$ cat src/rtl/vm2002_coin_unit.sv
// Coin-handling stage for the vm2002 vending controller.
// Collects coins into a credit, arbitrates purchase/timeout/cancel, and pays out change greedily.
module vm2002_coin_unit #(
  parameter int TIMEOUT_CYCLES = 1000,
  parameter int CREDIT_W       = 10,
  parameter int MAX_CREDIT     = 500
) (
  input  logic                clk,
  input  logic                hrst,
  input  logic                srst,
  input  logic                insert_coins,
  input  logic                select,
  input  logic [CREDIT_W-1:0] cost,
  input  logic                coin_valid,
  input  logic [1:0]          coin_type,
  output logic                coin_accept,
  output logic                coin_reject,
  output logic [CREDIT_W-1:0] credit,
  output logic                timeout,
  output logic                insufficient_amount,
  output logic                vend,
  output logic                change_valid,
  output logic [1:0]          change_coin,
  input  logic                change_ready,
  output logic                change_done,
  output logic                busy
);

  typedef enum logic [1:0] {S_IDLE, S_COLLECT, S_CHANGE} state_e;

  localparam int TIMER_W = (TIMEOUT_CYCLES > 2) ? $clog2(TIMEOUT_CYCLES) : 1;
  localparam logic [TIMER_W-1:0]  TIMER_LAST = TIMER_W'(TIMEOUT_CYCLES - 1);
  localparam logic [CREDIT_W-1:0] NICKEL     = CREDIT_W'(5);
  localparam logic [CREDIT_W:0]   CREDIT_CAP = (CREDIT_W+1)'(MAX_CREDIT);

  function automatic logic [CREDIT_W-1:0] coin_value(input logic [1:0] t);
    case (t)
      2'b00:   return CREDIT_W'(5);
      2'b01:   return CREDIT_W'(10);
      2'b10:   return CREDIT_W'(25);
      default: return CREDIT_W'(100);
    endcase
  endfunction

  function automatic logic [1:0] largest_coin(input logic [CREDIT_W-1:0] c);
    if (c >= CREDIT_W'(100))     return 2'b11;
    else if (c >= CREDIT_W'(25)) return 2'b10;
    else if (c >= CREDIT_W'(10)) return 2'b01;
    else                         return 2'b00;
  endfunction

  state_e              state_q, state_d;
  logic [CREDIT_W-1:0] credit_q, credit_d;
  logic [TIMER_W-1:0]  timer_q, timer_d;
  logic coin_accept_q, coin_accept_d;
  logic coin_reject_q, coin_reject_d;
  logic timeout_q, timeout_d;
  logic insufficient_q, insufficient_d;
  logic vend_q, vend_d;
  logic change_done_q, change_done_d;

  logic [CREDIT_W:0]   coin_sum;
  logic [1:0]          pay_coin;
  logic [CREDIT_W-1:0] pay_rem;

  assign coin_sum = {1'b0, credit_q} + {1'b0, coin_value(coin_type)};
  assign pay_coin = largest_coin(credit_q);
  assign pay_rem  = credit_q - coin_value(pay_coin);

  // NOTE: every variable gets a default before the case so no path can infer a latch.
  always_comb begin
    state_d        = state_q;
    credit_d       = credit_q;
    timer_d        = timer_q;
    coin_accept_d  = 1'b0;
    coin_reject_d  = 1'b0;
    timeout_d      = 1'b0;
    insufficient_d = 1'b0;
    vend_d         = 1'b0;
    change_done_d  = 1'b0;

    case (state_q)
      S_IDLE: begin
        coin_reject_d = coin_valid;
        if (insert_coins) begin
          state_d = S_COLLECT;
          timer_d = '0;
        end
      end

      S_COLLECT: begin
        if (srst || timer_q == TIMER_LAST) begin
          // Cancel and inactivity share the refund path; nothing to refund skips CHANGE.
          timeout_d     = !srst;
          coin_reject_d = coin_valid;
          timer_d       = '0;
          if (credit_q == '0) begin
            change_done_d = 1'b1;
            state_d       = S_IDLE;
          end else begin
            state_d = S_CHANGE;
          end
        end else if (select && credit_q >= cost) begin
          vend_d        = 1'b1;
          coin_reject_d = coin_valid;
          credit_d      = credit_q - cost;
          timer_d       = '0;
          state_d       = (credit_q != cost) ? S_CHANGE : S_IDLE;
        end else if (select) begin
          insufficient_d = 1'b1;
          coin_reject_d  = coin_valid;
          timer_d        = '0;
        end else if (coin_valid && coin_sum <= CREDIT_CAP) begin
          coin_accept_d = 1'b1;
          credit_d      = coin_sum[CREDIT_W-1:0];
          timer_d       = '0;
        end else begin
          coin_reject_d = coin_valid;
          timer_d       = timer_q + 1'b1;
        end
      end

      S_CHANGE: begin
        coin_reject_d = coin_valid;
        // A sub-nickel leftover (odd cost) cannot be paid out and is forfeited.
        if (credit_q < NICKEL || (change_ready && pay_rem < NICKEL)) begin
          credit_d      = '0;
          change_done_d = 1'b1;
          state_d       = S_IDLE;
        end else if (change_ready) begin
          credit_d = pay_rem;
        end
      end

      default: state_d = S_IDLE;
    endcase
  end

  // NOTE: sequential state uses non-blocking assignments so all flops update together.
  always_ff @(posedge clk) begin
    if (hrst) begin
      state_q        <= S_IDLE;
      credit_q       <= '0;
      timer_q        <= '0;
      coin_accept_q  <= 1'b0;
      coin_reject_q  <= 1'b0;
      timeout_q      <= 1'b0;
      insufficient_q <= 1'b0;
      vend_q         <= 1'b0;
      change_done_q  <= 1'b0;
    end else begin
      state_q        <= state_d;
      credit_q       <= credit_d;
      timer_q        <= timer_d;
      coin_accept_q  <= coin_accept_d;
      coin_reject_q  <= coin_reject_d;
      timeout_q      <= timeout_d;
      insufficient_q <= insufficient_d;
      vend_q         <= vend_d;
      change_done_q  <= change_done_d;
    end
  end

  assign coin_accept         = coin_accept_q;
  assign coin_reject         = coin_reject_q;
  assign credit              = credit_q;
  assign timeout             = timeout_q;
  assign insufficient_amount = insufficient_q;
  assign vend                = vend_q;
  assign change_done         = change_done_q;
  assign change_valid        = (state_q == S_CHANGE) && (credit_q >= NICKEL);
  assign change_coin         = pay_coin;
  assign busy                = (state_q != S_IDLE);

endmodule

$ cat config.mk
export PLATFORM = sky130hd
export DESIGN_NAME = vm2002_coin_unit
export DESIGN_NICKNAME = d
export VERILOG_FILES = /design/src/rtl/vm2002_coin_unit.sv
export SDC_FILE = /design/constraint.sdc
export NUM_CORES = 1
export LEC_CHECK = 0
export CAP_MARGIN = 20
export CORE_UTILIZATION = 57
export DETAILED_ROUTE_END_ITERATION = 10
export GPL_TIMING_DRIVEN = 0
export PLACE_DENSITY = 0.82
export REMOVE_ABC_BUFFERS = 1
export SKIP_CTS_REPAIR_TIMING = 1
export SYNTH_ARGS = -nofsm -noshare
export SYNTH_HDL_FRONTEND = slang
export SYNTH_SLANG_ARGS = --single-unit
$ cat constraint.sdc
create_clock -name clk -period 7.1 [get_ports clk]
set_input_delay 0.71 -clock clk [delete_from_list [all_inputs] [get_ports clk]]
set_output_delay 0.71 -clock clk [all_outputs]
set_load 0.05 [all_outputs]
==> results of run 1 <==
-- per-layer routing --
layer  vias to the layer above  GRT usage  wire length [um]
met2                       113      0.502              3750
met5                         -          0                 0
met3                        23     0.0482               535
li1                       1521          -                 -
met4                         0     0.0802               200
met1                      1451      0.382              3500
-- worst min path at each step --
stage	startpoint	to	slack [ns]	cells past startpoint
6_report	timer_q[9]$_SDFFE_PP0P_	timer_q[9]$_SDFFE_PP0P_	0.49	2
5_1_grt	timer_q[3]$_SDFFE_PP0P_	timer_q[3]$_SDFFE_PP0P_	0.53	2
4_1_cts	timer_q[9]$_SDFFE_PP0P_	timer_q[9]$_SDFFE_PP0P_	0.50	2
3_5_place_dp	timer_q[9]$_SDFFE_PP0P_	timer_q[9]$_SDFFE_PP0P_	0.48	2
3_3_place_gp	timer_q[9]$_SDFFE_PP0P_	timer_q[9]$_SDFFE_PP0P_	0.46	2
2_1_floorplan	timer_q[9]$_SDFFE_PP0P_	timer_q[9]$_SDFFE_PP0P_	0.45	2
-- layout make-up --
type / instances / area share
Clock inverter: 1 / 0.00844
Multi-Input combinational cell: 323 / 0.652
Timing Repair Buffer: 39 / 0.108
Tap cell: 70 / 0.0246
Inverter: 36 / 0.0380
Sequential cell: 28 / 0.157
Clock buffer: 3 / 0.0116
-- state kept, by name (all words and copies together), names as in the netlist --
| register | count |
|---|---|
| state_q | 2 |
| timeout | 1 |
| credit | 10 |
| vend | 1 |
| timer_q | 10 |
| coin_accept | 1 |
| coin_reject | 1 |
| change_done | 1 |
| insufficient_amount | 1 |
-- critical path: stages, from the launching register on --
cell and delay, ns:
sky130_fd_sc_hd__dfxtp_1 0.51, sky130_fd_sc_hd__or3_4 0.47, sky130_fd_sc_hd__or3_4 0.35, sky130_fd_sc_hd__a31o_2 0.26
sky130_fd_sc_hd__o21ai_0 0.23, sky130_fd_sc_hd__inv_1 0.11, sky130_fd_sc_hd__ha_1 0.30, sky130_fd_sc_hd__inv_1 0.04
sky130_fd_sc_hd__ha_1 0.33, sky130_fd_sc_hd__a211oi_1 0.36, sky130_fd_sc_hd__o21ai_0 0.20, sky130_fd_sc_hd__a211oi_1 0.29
sky130_fd_sc_hd__mux2_2 0.40, sky130_fd_sc_hd__o41ai_2 0.46, sky130_fd_sc_hd__o211ai_1 0.30, sky130_fd_sc_hd__o41ai_2 0.36
-- Yosys cell counts, drive strengths merged (3+ instances only) --
| cell | instances | area share |
|---|---|---|
| inv | 36 | 0.044 |
| ha | 34 | 0.14 |
| nand2 | 34 | 0.044 |
| nor2 | 30 | 0.041 |
| dfxtp | 28 | 0.18 |
| o21ai | 26 | 0.043 |
| a21oi | 23 | 0.038 |
| nor3 | 19 | 0.031 |
| a211oi | 17 | 0.046 |
| xor2 | 15 | 0.043 |
| nand2b | 10 | 0.020 |
| nand3 | 10 | 0.016 |
| mux2i | 9 | 0.029 |
| xnor2 | 7 | 0.020 |
| a21o | 6 | 0.015 |
| clkbuf | 6 | 0.0074 |
| or3 | 6 | 0.016 |
| nor2b | 5 | 0.010 |
| nor3b | 5 | 0.012 |
| nor4 | 5 | 0.010 |
| o211ai | 5 | 0.012 |
| o21a | 5 | 0.012 |
| o21bai | 4 | 0.0098 |
| a2111oi | 3 | 0.0086 |
| buf | 3 | 0.0069 |
| fa | 3 | 0.020 |
| o2111ai | 3 | 0.0086 |
| o311ai | 3 | 0.0086 |
-- logic make-up (layout without fill, tap and decap cells) --
family | count (synthesis) | after routing | synth area share
DFF | 28 | 28 | 0.183
xor gates and xnor gates | 22 | 22 | 0.0630
buffers and inverters | 45 | 79 | 0.0585
muxes | 10 | 10 | 0.0331
AOI/OAI and AO/OA | 117 | 117 | 0.269
adders and majority gates | 37 | 37 | 0.159
and+or+nand+nor | 137 | 137 | 0.235
-- per-stage QoR --
step / utilization / cell area [um2] / worst slack (ns)
6_report: 0.693 / 3560 / 2.04
5_1_grt: 0.693 / 3560 / 1.65
4_1_cts: 0.693 / 3560 / 2.07
3_5_place_dp: 0.679 / 3490 / 2.11
3_3_place_gp: 0.678 / 3480 / 2.12
2_1_floorplan: - / 3020 / 2.27
-- where the power goes --
group / leakage, uW / total (uW) / switching [uW] / internal [uW]
logic: 0.00118 / 965 / 583 / 382
clock network: 0.0000357 / 128 / 52.9 / 75.6
registers: 0.000227 / 230 / 52.8 / 177
total: 0.00145 / 1320 / 689 / 635
==> qor.json, run 1 <==
{
  "floorplan": {
    "core_region_area_um2": 5140,
    "dieWidth_um": 75.3,
    "initial_utilization": 0.595,
    "floorplan.io_pins": 39,
    "row_count": 26,
    "die_height_um": 75.3,
    "fp.dieArea_um2": 5670
  },
  "synthesis": {
    "synth_cells": 396,
    "synth.cell_area_um2": 3060,
    "synth_cell_types": 65,
    "synth_sequential_area_ratio": 0.183,
    "synth-async-reset-ratio": 0,
    "yosys_register_bits": 28,
    "syn_area_per_cell_um2": 7.73,
    "synth-warning-count": 0,
    "synth-main-ff-cell": "sky130_fd_sc_hd__dfxtp_1",
    "synth_edf_count": 0
  },
  "routing": {
    "drt.antenna.violating_nets": 0,
    "viasPerCell": 6.22,
    "vias": 3108,
    "first_iter_violations": 138,
    "avgRoutedWirePerCell_um": 16.0,
    "routed_wire_length_um": 7990,
    "drt_pre_antenna_iters": 4,
    "route.detailed.drc": 0
  },
  "setup_path": {
    "end_kind": "register",
    "critPathKind": "register to register",
    "worst-r2r-cell-count": 15,
    "r2r_setup_slack_ns": 2.04,
    "reg2reg_to": "state_q[1]$_SDFFE_PP0P_",
    "critPathLaunch": "credit[7]$_SDFFE_PP0P_",
    "worst-endpoint-required_ns": 7.29,
    "endpoint": "state_q[1]$_SDFFE_PP0P_",
    "critPathMaxFanout": 12,
    "worst_setup_path_start_kind": "register",
    "regToRegStartpoint": "credit[7]$_SDFFE_PP0P_",
    "arrival_ns": 5.25
  },
  "cts": {
    "insertion_delay_ns": 0.28,
    "h_tree_depth": 1,
    "tritoncts": "built",
    "cts.clk_slew.worst_paths_ns": 0.10,
    "cts.sink_count": 28,
    "total_cts_buffers": 3,
    "ctsLongestPathBuffers": 2,
    "root_buffer": "sky130_fd_sc_hd__clkbuf_8"
  },
  "sta": {
    "period_minus_slack_ns": 5.06,
    "fmax_mhz": 198,
    "worst_pin_slew_ns": 0.762,
    "slew_headroom": 0.487,
    "setup_repair_after_global_routing_missed_its_margin": "false",
    "tns_ns": 0,
    "timing.final.setup_violations": 0,
    "finalHoldViolCount": 0,
    "hold_slack_ns": 0.492,
    "period_share": 0.712,
    "clock_skew_ns": 0.00522,
    "slew_viol_final": 0
  },
  "cells_and_area": {
    "multi_input_area_um2": 2320,
    "layout-drive-gt1-share": 0.0512,
    "ff_latch_area_um2": 561,
    "layout_commonest_cell": "sky130_fd_sc_hd__clkdlybuf4s50_1",
    "layout.cells.non_filler": 500,
    "most-common-layout-cells": "sky130_fd_sc_hd__clkdlybuf4s50_1, sky130_fd_sc_hd__inv_1, sky130_fd_sc_hd__ha_1",
    "area_growth_pct": 16.3,
    "filler_cell_count": 465,
    "diodes": 0,
    "nNetsFinal": 487
  },
  "placement": {
    "placedCellCount": 496,
    "finalWeightedCongestion": 0.955,
    "place.port_buffers": 38,
    "place_hpwl_um": 6190
  },
  "job": {
    "cap_viol_max_count": 0
  },
  "pwr": {
    "power_leakage_uw": 0.00145,
    "vdd.ir_drop.worst_uv": 214,
    "power_uw": 1320,
    "power_density_nw_per_um2": 372
  },
  "global_routing": {
    "grt_pass1_vias": 2744,
    "grt_max_degree": 18,
    "antenna_found_initial": 0,
    "globalRoute.totalOverflow": 0,
    "gr-usage-all-layers": 0.293,
    "first_pass_grt_wire_length_um": 12700
  },
  "worst_hold_path": {
    "hold_class": "register to register"
  },
  "run_status": {
    "outcome": "finished clean"
  }
}
(Power assumes the default switching activity.)
==> inputs of run 2 (changes only) <==
Clock period 7.1 ns to 4.77 ns, I/O delays scaled along.
==> qor.json, run 2 (synthesis results as in run 1) <==
{
  "run_status": {
    "outcome": "finished clean"
  },
  "setup_path": {
    "crit_family": "compound AO/OA/AOI/OAI gates",
    "critical-path-max-stage-delay_ns": 0.44,
    "crit_buf_inv": 2,
    "worst-endpoint-required_ns": 4.92,
    "worst-r2r-cell-count": 16,
    "crit_chain": "or3_4 > or3_4 > a31o_2 > o21ai_2 > inv_1 > ha_1 > inv_1 > ha_1 > a211oi_2 > o21ai_1 > a211oi_1 > mux2_2 > o41ai_4 > o211ai_1 > mux2i_1 > nor2_1",
    "r2r_setup_slack_ns": 0.23,
    "crit_slowest_cell": "sky130_fd_sc_hd__o41ai_4",
    "end_kind": "register",
    "reg2reg_to": "state_q[0]$_SDFFE_PP0P_",
    "regToRegStartpoint": "credit[7]$_SDFFE_PP0P_",
    "critPathKind": "register to register",
    "critPathMaxFanout": 12,
    "worst_setup_path_start_kind": "register",
    "arrival_ns": 4.69
  },
  "cells_and_area": {
    "area_growth_pct": 17.5,
    "diodes": 0,
    "layout.cells.non_filler": 500,
    "most-common-layout-cells": "sky130_fd_sc_hd__clkdlybuf4s50_1, sky130_fd_sc_hd__inv_1, sky130_fd_sc_hd__ha_1",
    "multi_input_area_um2": 2350,
    "filler_cell_count": 457,
    "post-route-cell-area_um2": 3600,
    "nNetsFinal": 487,
    "layout-drive-gt1-share": 0.0674,
    "layout_commonest_cell": "sky130_fd_sc_hd__clkdlybuf4s50_1",
    "ff_latch_area_um2": 567
  },
  "worst_hold_path": {
    "hold_class": "register to register",
    "hold_path_end": "timer_q[9]$_SDFFE_PP0P_",
    "min_path_cells": 2,
    "hold_path_startpoint": "timer_q[9]$_SDFFE_PP0P_"
  },
  "cts": {
    "tritoncts": "built",
    "total_cts_buffers": 3,
    "h_tree_depth": 1,
    "cts.clk_slew.worst_paths_ns": 0.10,
    "cts.sink_count": 28,
    "root_buffer": "sky130_fd_sc_hd__clkbuf_8",
    "ctsLongestPathBuffers": 2,
    "insertion_delay_ns": 0.28
  },
  "sta": {
    "period_share": 0.952,
    "setup_repair_after_global_routing_missed_its_margin": "false",
    "hold_slack_ns": 0.492,
    "slew_headroom": 0.500,
    "timing.final.setup_violations": 0,
    "period_minus_slack_ns": 4.54,
    "finalHoldViolCount": 0,
    "clock_skew_ns": 0.00340,
    "setup_slack_ns": 0.227,
    "slew_viol_final": 0,
    "fmax_mhz": 220,
    "worst_pin_slew_ns": 0.744
  },
  "global_routing": {
    "gr-usage-met3": 0.0482,
    "globalRouteMet1Util": 0.382,
    "grt-busiest-layer": "met2",
    "grt_use_met2": 0.502,
    "gr-usage-all-layers": 0.293,
    "first_pass_grt_wire_length_um": 12700,
    "globalRoute.totalOverflow": 0,
    "antenna_found_initial": 0,
    "grt_pass1_vias": 2744,
    "grt_max_degree": 18
  },
  "floorplan": {
    "dieWidth_um": 75.3,
    "initial_utilization": 0.595,
    "core_region_area_um2": 5140,
    "floorplan.io_pins": 39,
    "row_count": 26,
    "fp.dieArea_um2": 5670,
    "die_height_um": 75.3
  },
  "placement": {
    "place.port_buffers": 38,
    "pre_cts_ws_ns": -0.223,
    "detailed_place.area_um2": 3490,
    "finalWeightedCongestion": 0.955,
    "place_hpwl_um": 6190,
    "placedCellCount": 496
  },
  "job": {
    "cap_viol_max_count": 0
  },
  "pwr": {
    "power_density_nw_per_um2": 559,
    "power_leakage_uw": 0.00145,
    "vdd.ir_drop.worst_uv": 336,
    "power_uw": 2010
  },
  "routing": {
    "route.detailed.drc": 0,
    "viasPerCell": 6.20,
    "vias": 3098,
    "first_iter_violations": 157,
    "routed_wire_length_um": 7980,
    "avgRoutedWirePerCell_um": 16.0,
    "drt_pre_antenna_iters": 4,
    "drt.antenna.violating_nets": 0
  }
}
run 2: worst max-delay path by stage:
| stage | from | to | slack (ns) | cells past startpoint |
|---|---|---|---|---|
| floorplan | credit[7]$_SDFFE_PP0P_ | credit[1]$_SDFFE_PP0P_ | -0.06 | 16 |
| global placement | credit[7]$_SDFFE_PP0P_ | credit[1]$_SDFFE_PP0P_ | -0.21 | 16 |
| detailed placement | credit[7]$_SDFFE_PP0P_ | state_q[1]$_SDFFE_PP0P_ | -0.22 | 15 |
| CTS | credit[7]$_SDFFE_PP0P_ | state_q[1]$_SDFFE_PP0P_ | -0.26 | 15 |
| global route | credit[7]$_SDFFE_PP0P_ | credit[1]$_SDFFE_PP0P_ | 0.03 | 16 |
| finish | credit[7]$_SDFFE_PP0P_ | state_q[0]$_SDFFE_PP0P_ | 0.23 | 16 |
run 2: power breakdown:
group          switching [uW]  internal [uW]
sequential               76.8            266
clock                    77.9            112
combinational             897            580
total                    1050            958
run 2: worst min-delay path, delay by kind of cell, from the launching register on:
family          cells  cell delay (ns)
compound gates      1             0.05
simple gates        1             0.06
flops               1             0.35
run 2: final cells by class:
cell class	count	share of cell area
clock buffer	3	0.0115
timing repair buffer	39	0.107
inverter	36	0.0376
tap	70	0.0244
multi-input combinational	323	0.654
clock inverter	1	0.00835
sequential	28	0.158
run 2: metrics by stage:
step,TNS (ns),utilization
after floorplan,-0.155,-
after global routing,0,0.700
after global placement,-0.727,0.678
after CTS,-0.880,0.693
final,0,0.700
after detailed placement,-0.698,0.679
run 2: metal layers:
metal / wire [um] / vias to the layer above
met1: 3410 / 1460
met4: 167 / 0
met5: 0 / -
met3: 551 / 19
li1: - / 1516
met2: 3850 / 103
==> inputs of run 3 (changes only) <==
Settings changed: CELL_PAD_IN_SITES_DETAIL_PLACEMENT from default to 1, CELL_PAD_IN_SITES_GLOBAL_PLACEMENT from default to 1, CORE_UTILIZATION 57 to 42, PLACE_DENSITY 0.82 to default, PLACE_DENSITY_LB_ADDON from default to 0.1.
==> qor.json, run 3 (synthesis results as in run 1) <==
{
  "run_status": {
    "outcome": "finished clean"
  },
  "pwr": {
    "power_switching_share": 0.531,
    "vdd.ir_drop.worst_uv": 250,
    "intPower_uw": 990,
    "clockPowerShare": 0.090,
    "power_density_nw_per_um2": 577,
    "net-switching-power_uw": 1120,
    "power_uw": 2110,
    "sequentialPowerShare": 0.166,
    "power_leakage_uw": 0.00146,
    "power_frac_comb": 0.744
  },
  "sta": {
    "tns_ns": 0,
    "fmax_mhz": 219,
    "worst_pin_slew_ns": 0.922,
    "finalHoldViolCount": 0,
    "slew_viol_final": 0,
    "clock_skew_ns": 0.00591,
    "period_share": 0.957,
    "slew_headroom": 0.369,
    "period_minus_slack_ns": 4.57,
    "timing.final.setup_violations": 0
  },
  "cells_and_area": {
    "layout.cells.non_filler": 528,
    "post-route-cell-area_um2": 3660,
    "nNetsFinal": 489,
    "layout-drive-gt1-share": 0.0764,
    "layout_commonest_cell": "sky130_fd_sc_hd__clkdlybuf4s50_1",
    "diodes": 0,
    "area_growth_pct": 19.5,
    "postLayoutCoreUtil": 0.530,
    "most-common-layout-cells": "sky130_fd_sc_hd__clkdlybuf4s50_1, sky130_fd_sc_hd__inv_1, sky130_fd_sc_hd__nand2_1, sky130_fd_sc_hd__ha_1, sky130_fd_sc_hd__nor2_1"
  },
  "cts": {
    "insertion_delay_ns": 0.28,
    "ctsLongestPathBuffers": 2,
    "cts.sink_count": 28,
    "tritoncts": "built",
    "total_cts_buffers": 3,
    "h_tree_depth": 1,
    "cts.clk_slew.worst_paths_ns": 0.10,
    "root_buffer": "sky130_fd_sc_hd__clkbuf_8"
  },
  "placement": {
    "finalWeightedCongestion": 0.874,
    "placedCellCount": 522,
    "detailed_place.area_um2": 3520,
    "place_hpwl_um": 7630,
    "place.port_buffers": 38
  },
  "floorplan": {
    "floorplan.io_pins": 39,
    "initial_utilization": 0.443,
    "die_height_um": 87.4,
    "dieWidth_um": 87.4,
    "fp.dieArea_um2": 7630,
    "core_region_area_um2": 6910,
    "row_count": 30
  },
  "setup_path": {
    "critPathKind": "register to register",
    "worst-r2r-cell-count": 15,
    "critPathMaxFanout": 12,
    "worst-endpoint-required_ns": 4.97,
    "critical-path-max-stage-delay_ns": 0.45,
    "worst_setup_path_start_kind": "register",
    "arrival_ns": 4.76,
    "crit_slowest_cell": "sky130_fd_sc_hd__o41ai_4",
    "crit_family": "compound AO/OA/AOI/OAI gates",
    "crit_chain": "or3_4 > or3_4 > a31o_2 > o21ai_1 > inv_1 > ha_1 > inv_1 > ha_2 > a211oi_4 > o21ai_2 > a211oi_2 > mux2_2 > o41ai_4 > o211ai_1 > o41ai_2",
    "worst-path-stages": 15,
    "crit_buf_inv": 2,
    "end_kind": "register"
  },
  "job": {
    "cap_viol_max_count": 0
  },
  "worst_hold_path": {
    "hold_class": "register to register",
    "min_path_cells": 2
  },
  "global_routing": {
    "grt_use_met2": 0.469,
    "gr-usage-met3": 0.0313,
    "globalRoute.totalOverflow": 0,
    "first_pass_grt_wire_length_um": 15800,
    "grt_pass1_vias": 3112,
    "globalRouteMet1Util": 0.349,
    "grt-busiest-layer": "met2",
    "grt_max_degree": 18,
    "gr-usage-all-layers": 0.268,
    "antenna_found_initial": 0
  },
  "routing": {
    "vias": 3125,
    "avgRoutedWirePerCell_um": 18.4,
    "route.detailed.drc": 0,
    "drt.antenna.violating_nets": 0,
    "drt_pre_antenna_iters": 4,
    "viasPerCell": 5.92,
    "first_iter_violations": 197,
    "routed_wire_length_um": 9720
  }
}
==> run 3: worst paths after layout <==
kind,startpoint,slack [ns],end
max,credit[7]$_SDFFE_PP0P_,0.20,state_q[1]$_SDFFE_PP0P_
min,timer_q[9]$_SDFFE_PP0P_,0.49,timer_q[9]$_SDFFE_PP0P_
max reg2reg,credit[7]$_SDFFE_PP0P_,0.20,state_q[1]$_SDFFE_PP0P_
min reg2reg,timer_q[9]$_SDFFE_PP0P_,0.49,timer_q[9]$_SDFFE_PP0P_
==> run 3: power by group through the flow <==
stage	sequential, uW	clock [uW]	combinational, uW
2_1_floorplan	390	0	1020
3_3_place_gp	348	0	1430
3_5_place_dp	352	0	1460
4_1_cts	346	196	1470
5_1_grt	354	205	1730
6_report	350	190	1570
==> run 3: tightest hold or removal path, stage by stage (launching register included) <==
cell and delay (ns):
sky130_fd_sc_hd__dfxtp_1 0.34, sky130_fd_sc_hd__nand2_1 0.06, sky130_fd_sc_hd__o21ai_1 0.05
==> run 3: cell type report <==
cell class / count / area, um2
Clock buffer: 3 / 41.3
Clock inverter: 1 / 30.0
Fill cell: 885 / 3250
Inverter: 36 / 135
Multi-Input combinational cell: 323 / 2370
Sequential cell: 28 / 567
Tap cell: 96 / 120
Timing Repair Buffer: 41 / 399
==> run 3: stage by stage <==
stage / hold WS (ns) / setup slack [ns]
6_report: 0.492 / 0.204
5_1_grt: 0.528 / -0.0251
4_1_cts: 0.502 / -0.472
3_5_place_dp: 0.487 / -0.423
3_3_place_gp: 0.475 / -0.307
2_1_floorplan: 0.453 / -0.0639
==> run 3: metal layers <==
metal  share of wire  up-vias
met2            0.49       60
met1            0.46     1533
met3           0.032       15
met5               0        -
li1                -     1517
met4           0.016        0
